===== src/rtl/rotate_seq_ctrl.sv =====
// rotate_seq_ctrl: steps a rotate amount for an 8-bit rotate-right shifter,
// free-running on a prescaler or single-stepped, with a wrap pulse per revolution.
module rotate_seq_ctrl #(
    parameter int DW    = 8,
    parameter int AW    = 3,
    parameter int DIV_W = 16
) (
    input  logic             clk,
    input  logic             reset_n,
    input  logic             load,
    input  logic [DW-1:0]    pat_in,
    input  logic             start,
    input  logic             stop,
    input  logic             step,
    input  logic             dir,
    input  logic [DIV_W-1:0] step_div,
    output logic [DW-1:0]    a,
    output logic [AW-1:0]    amt,
    output logic             running,
    output logic             wrap
);
    typedef enum logic {IDLE, RUN} state_t;
    state_t           state_q, state_d;
    logic [DW-1:0]    a_q, a_d;
    logic [AW-1:0]    amt_q, amt_d;
    logic [DIV_W-1:0] cnt_q, cnt_d;
    logic             wrap_q, wrap_d;
    logic             adv;
    always_ff @(posedge clk or negedge reset_n) begin
        if (!reset_n) begin
            state_q <= IDLE;
            a_q     <= '0;
            amt_q   <= '0;
            cnt_q   <= '0;
            wrap_q  <= 1'b0;
        end else begin
            state_q <= state_d;
            a_q     <= a_d;
            amt_q   <= amt_d;
            cnt_q   <= cnt_d;
            wrap_q  <= wrap_d;
        end
    end
    // stop has priority over start; each is ignored in the state it would not leave
    always_comb state_d = stop ? IDLE : (start ? RUN : state_q);
    always_comb begin
        running = state_q == RUN;
        adv     = running ? (cnt_q >= step_div) : step;
        a       = a_q;
        amt     = amt_q;
        wrap    = wrap_q;
    end
    // load overrides any same-cycle advance and restarts the prescaler
    always_comb begin
        a_d    = load ? pat_in : a_q;
        amt_d  = load ? '0 : (adv ? (dir ? amt_q - AW'(1) : amt_q + AW'(1)) : amt_q);
        wrap_d = adv & ~load & (dir ? amt_q == '0 : amt_q == '1);
        cnt_d  = (running & ~stop & ~load & ~adv) ? cnt_q + DIV_W'(1) : '0;
    end
endmodule


===== config.mk =====
export PLATFORM = sky130hd
export DESIGN_NAME = rotate_seq_ctrl
export DESIGN_NICKNAME = d
export VERILOG_FILES = /design/src/rtl/rotate_seq_ctrl.sv
export SDC_FILE = /design/constraint.sdc
export NUM_CORES = 1
export LEC_CHECK = 0
export CAP_MARGIN = 0
export CORE_MARGIN = 4
export CORE_UTILIZATION = 48
export CTS_CLUSTER_SIZE = 40
export DETAILED_ROUTE_END_ITERATION = 7
export GPL_ROUTABILITY_DRIVEN = 0
export PLACE_DENSITY = 0.8
export SETUP_SLACK_MARGIN = 0.3
export SLEW_MARGIN = 10
export SYNTH_ARGS = -nofsm -noshare
export SYNTH_HDL_FRONTEND = slang
export SYNTH_SLANG_ARGS = --single-unit

===== constraint.sdc =====
create_clock -name clk -period 6.05 [get_ports clk]
set_input_delay 1.815 -clock clk [delete_from_list [all_inputs] [get_ports clk]]
set_output_delay 1.815 -clock clk [all_outputs]
set_load 0.05 [all_outputs]

# Word level (Yosys, flattened, before mapping)
# Index checks and enable logic that the tools add are counted.
# word_totals
output_inout_bits	13
elab_cells	29
regBits	29
# op_classes
addsub	3
order_cmp	1
n_reduce_logical	3
n_mux	8
n_eq_ne	1
n_bitwise	8
# op_table
cell	count
$add 16x1->16 const B	1
$ge 16x16->1	1
$mux 16	1
$mux 3	3
$and 1x1->1	5
$mux 1	4
$reduce_bool 2->1	2
$add 3x1->3 const B	1
$eq 3x3->1 const B	1
$logic_not 3->1	1
$not 1->1	3
$sub 3x1->3 const B	1

# Longest topological paths before layout
# logic_depth
ltp_word	5
depth_mapped	8

# Worst setup path after synthesis
# OpenSTA, ideal clock, no wires.
# synth_path
kind	in2reg
startpoint	input step_div[0]
endpoint	register amt_q[0] (netlist: amt[0])
setup_slack_ns	2.614
n_path_buf	0
required_ns	5.922
arrival_time_ns	3.308
path_stages	6
setup_ns	0.128
path_cell_list	ha_1 -> nand2b_1 -> a2111o_1 -> a31oi_4 -> o22ai_4 -> mux2_1
# synth_via
elab_chain_len	3
# synth_rtl
item	line_no	text
start: declaration	16	input logic [DIV_W-1:0] step_div,
$ge 16x16->1	48	adv = running ? (cnt_q >= step_div) : step;
$mux 1	48	
$reduce_bool 2->1 (no source line)	n/a	
end signal: assignment	39	amt_q <= amt_d;
end: declaration	25	logic [AW-1:0] amt_q, amt_d;
# Every way passes these cells.
# A chain may end at the register's enable or synchronous reset.

# Worst setup path in the final report
# layout_path
startpoint	input step_div[11]
endpoint	register amt_q[0] (netlist: amt[0])
# Same word-level chain as after synthesis.

==> metrics.csv <==
stage;metric;value;unit
critical_path;worst-path cell chain;clkdlybuf4s50_1 > inv_1 > ha_1 > nand2_1 > o21ai_0 > a2111oi_4 > o22ai_4 > mux2_1;
global_route;vias in the first global route;1380;
die;Rows;22;
run_status;outcome;finished, final reports clean;
cts;latest clock arrival within the worst-skew pair;280;ps
final_layout;Area growth, synth to finish;30.51;%
global_route;global-route wire length before repair;5678;um
logic_synthesis;count leader, synth;dfrtp_1;
critical_path;Startpoint Class;input port;
logic_synthesis;post-synth top area cell;dfrtp_1;
sta;Rel. slew slack;0.5180;
pwr;Seq pwr share;0.439;
placement;placed cell area;2301;um2
die;Die Height;69.73;um
logic_synthesis;register bit total from synthesis;29;
detailed_routing;WL final;3328;um
cts;H-tree depth;2;
logic_synthesis;Commonest cells post-synth;dfrtp_1, ha_1, inv_1, xor2_1, nor3_2;
pwr;Combinational Power Share;0.240;
sta;Tcrit/Tclk final;0.6444;
final_layout;fraction of layout cells with a size suffix above 1;0.1416;
pwr;sw frac;0.3063;
final_layout;Nets;267;
pwr;Lkg Pwr;0.001043;uW
global_route;initial antenna violation count;0;
logic_synthesis;cell types occupying the most area after synthesis;dfrtp_1, ha_1, mux2_2;
sta;Hold Vio Cnt, Final;0;
global_route;GRT busiest layer;met2;
logic_synthesis;synthesized area per cell;10.64;um2
die;core area;3661;um2
sta;Period minus WS final;3899;ps
die;Starting Density;0.4997;
critical_path;CP required;6210;ps
sta;Layout Skew;4.427;ps
logic_synthesis;number of distinct library cells after synthesis;35;
sta;Slew Viols, Final;0;
critical_path;CP peak stage delay;530;ps
cts;CTS root buffer;clkbuf_8;
critical_path;r2r setup slk;3710;ps
cts;TritonCTS Buffers;5;
logic_synthesis;ys async rst share;1.000;
critical_path;Worst setup EP type;flop;
sta;WHS;504.4;ps
logic_synthesis;Seq/Total Area, Yosys;0.3967;
sta;Setup Total Neg Slack;0;ps
final_layout;antenna cells;0;
detailed_routing;via density per instance;5.086;
pwr;Clk pwr share;0.321;
critical_path;CP bufs+invs;2;
detailed_routing;DR DRC count;0;
pwr;pwr dens;201.2;nW/um2
detailed_routing;First-pass DRT Iterations;4;
logic_synthesis;Synth Flop Type;dfrtp_1;
sta;RSZ-0062 raised after global routing;no;
logic_synthesis;Cells after Synth;172;
cts;total clock sinks;29;
detailed_routing;drt wl/cell;12.46;um
detailed_routing;Detail Route Antenna Nets;0;
cts;CTS-repair resized insts;0;
logic_synthesis;Post-synth EDFFs;0;
critical_path;crit path DAT;4060;ps
pwr;Worst VDD drop;0.0001714;V
global_route;GRT met2 Usage;0.2383;
final_layout;post-route insts no fill;267;
sta;fmax;256.5;MHz
cts;CTS tree;done;
global_route;All-Layer GR Usage;0.1420;
critical_path;Crit path max-delay family;compound AO/OA/AOI/OAI gates;
logic_synthesis;Ys Warns;0;
critical_path;critical path's slowest cell;o22ai_4;
final_layout;final instance area;2387;um2
sta;# setup viols final;0;
worst_hold_path;Hold Crit Class;flop to flop;
global_route;largest net degree at the start of global routing;30;
global_route;GRT overflow;0;
cts;Max Root-Sink Buffers;2;
critical_path;Setup CP Type;input port to flop;
cts;Setup Buffers After CTS;0;
pwr;P_int;333.2;uW
placement;cell count after placement;259;
placement;port bufs;43;
global_route;met1 usage;0.1670;
placement;placed wire-length estimate;2583;um
logic_synthesis;Synth top area share;0.3967;
logic_synthesis;Post-Syn Nets;221;
logic_synthesis;Synth Cell Area;1829;um2
global_route;met3 Use GR;0.06377;
cts;Hold Buf Count CTS;0;
detailed_routing;via count;1358;
die;Die W;69.73;um
cts;Worst-path clk slew;60;ps
die;Top Ports;44;
detailed_routing;drt initial violations;29;
pwr;P_sw;147.1;uW
critical_path;crit-path max FO;19;
flow_run;# Max-Cap Violations;0;
sta;slew at the pin closest to its max-slew limit;723.0;ps
die;die area;4862;um2
-- per-stage QoR --
| step | worst slack [ps] | power, uW | utilization |
|---|---|---|---|
| 2_1_floorplan | 2614 | 281.4 | - |
| 3_3_place_gp | 1884 | 328.9 | 0.6285 |
| 3_5_place_dp | 1841 | 330.4 | 0.6285 |
| 4_1_cts | 2146 | 487.4 | 0.6521 |
| 5_1_grt | 2002 | 504.7 | 0.6521 |
| 6_report | 2151 | 480.3 | 0.6521 |
-- cells by family after synthesis --
group,share of synthesized area
flip-flops,0.3967
XOR/XNOR,0.07182
buffers and inverters,0.04924
AO/OA/AOI/OAI,0.07935
AND/OR/NAND/NOR,0.2086
multiplexers,0.06703
adder cells (fa/ha/maj),0.1272
-- registers in the layout (all words and copies together), names as in the netlist --
register and count:
a 8, running 1, amt 3, wrap 1, cnt_q 16
-- layer usage --
layer	part of all wire	routed length, um
met5	0	0
met4	0.0048	16
met3	0.073	243
met2	0.47	1551
met1	0.46	1517
-- area by class of cell --
cell class              instances  area, um2
inverters                      17      63.81
clock inverters                 3      17.52
multi-input cells             121       1013
flip-flops and latches         29      725.7
well taps                      48      60.06
repair buffers                 44      437.9
fillers                       304       1274
clock buffers                   5      68.82
-- power groups by stage --
stage	registers [uW]	clock network (uW)	logic (uW)
final	211	154	115
after global routing	212	168	124
after CTS	211	159	117
after detailed placement	215	0	116
after global placement	214	0	115
after floorplan	246	0	35.6
-- cells in the final DEF (no fill, tap or decap), types with 3 or more instances in the layout --
cell type / synthesis / final
clkdlybuf4s50_1: 0 / 43
dfrtp_1: 29 / 29
inv_1: 17 / 17
ha_1: 17 / 17
xor2_1: 11 / 11
nor3_2: 10 / 10
mux2_2: 9 / 9
nor2_1: 8 / 8
nand2_1: 8 / 8
nand4_1: 7 / 7
a21oi_1: 5 / 5
nor3_1: 5 / 5
clkbuf_8: 0 / 5
o21ai_0: 4 / 4
nand2b_1: 4 / 4
xnor2_1: 4 / 4
and4_1: 3 / 3
nand3_1: 3 / 3
or3_1: 3 / 3
and2_1: 3 / 3
nor2b_1: 3 / 3
-- path summary, 6_finish.rpt --
path,start,endpoint,depth (start not counted)
max in group asynchronous,reset_n,cnt_q[3]$_DFF_PN0_,2
worst max-delay path,step_div[11],amt[0]$_DFFE_PN0P_,8
worst max register to register,cnt_q[11]$_DFF_PN0_,amt[0]$_DFFE_PN0P_,6
worst min-delay path,cnt_q[0]$_DFF_PN0_,cnt_q[0]$_DFF_PN0_,1
worst min register to register,cnt_q[0]$_DFF_PN0_,cnt_q[0]$_DFF_PN0_,1
min in group asynchronous,reset_n,a[3]$_DFFE_PN0P_,2
Power figures use the tool's default switching activity.
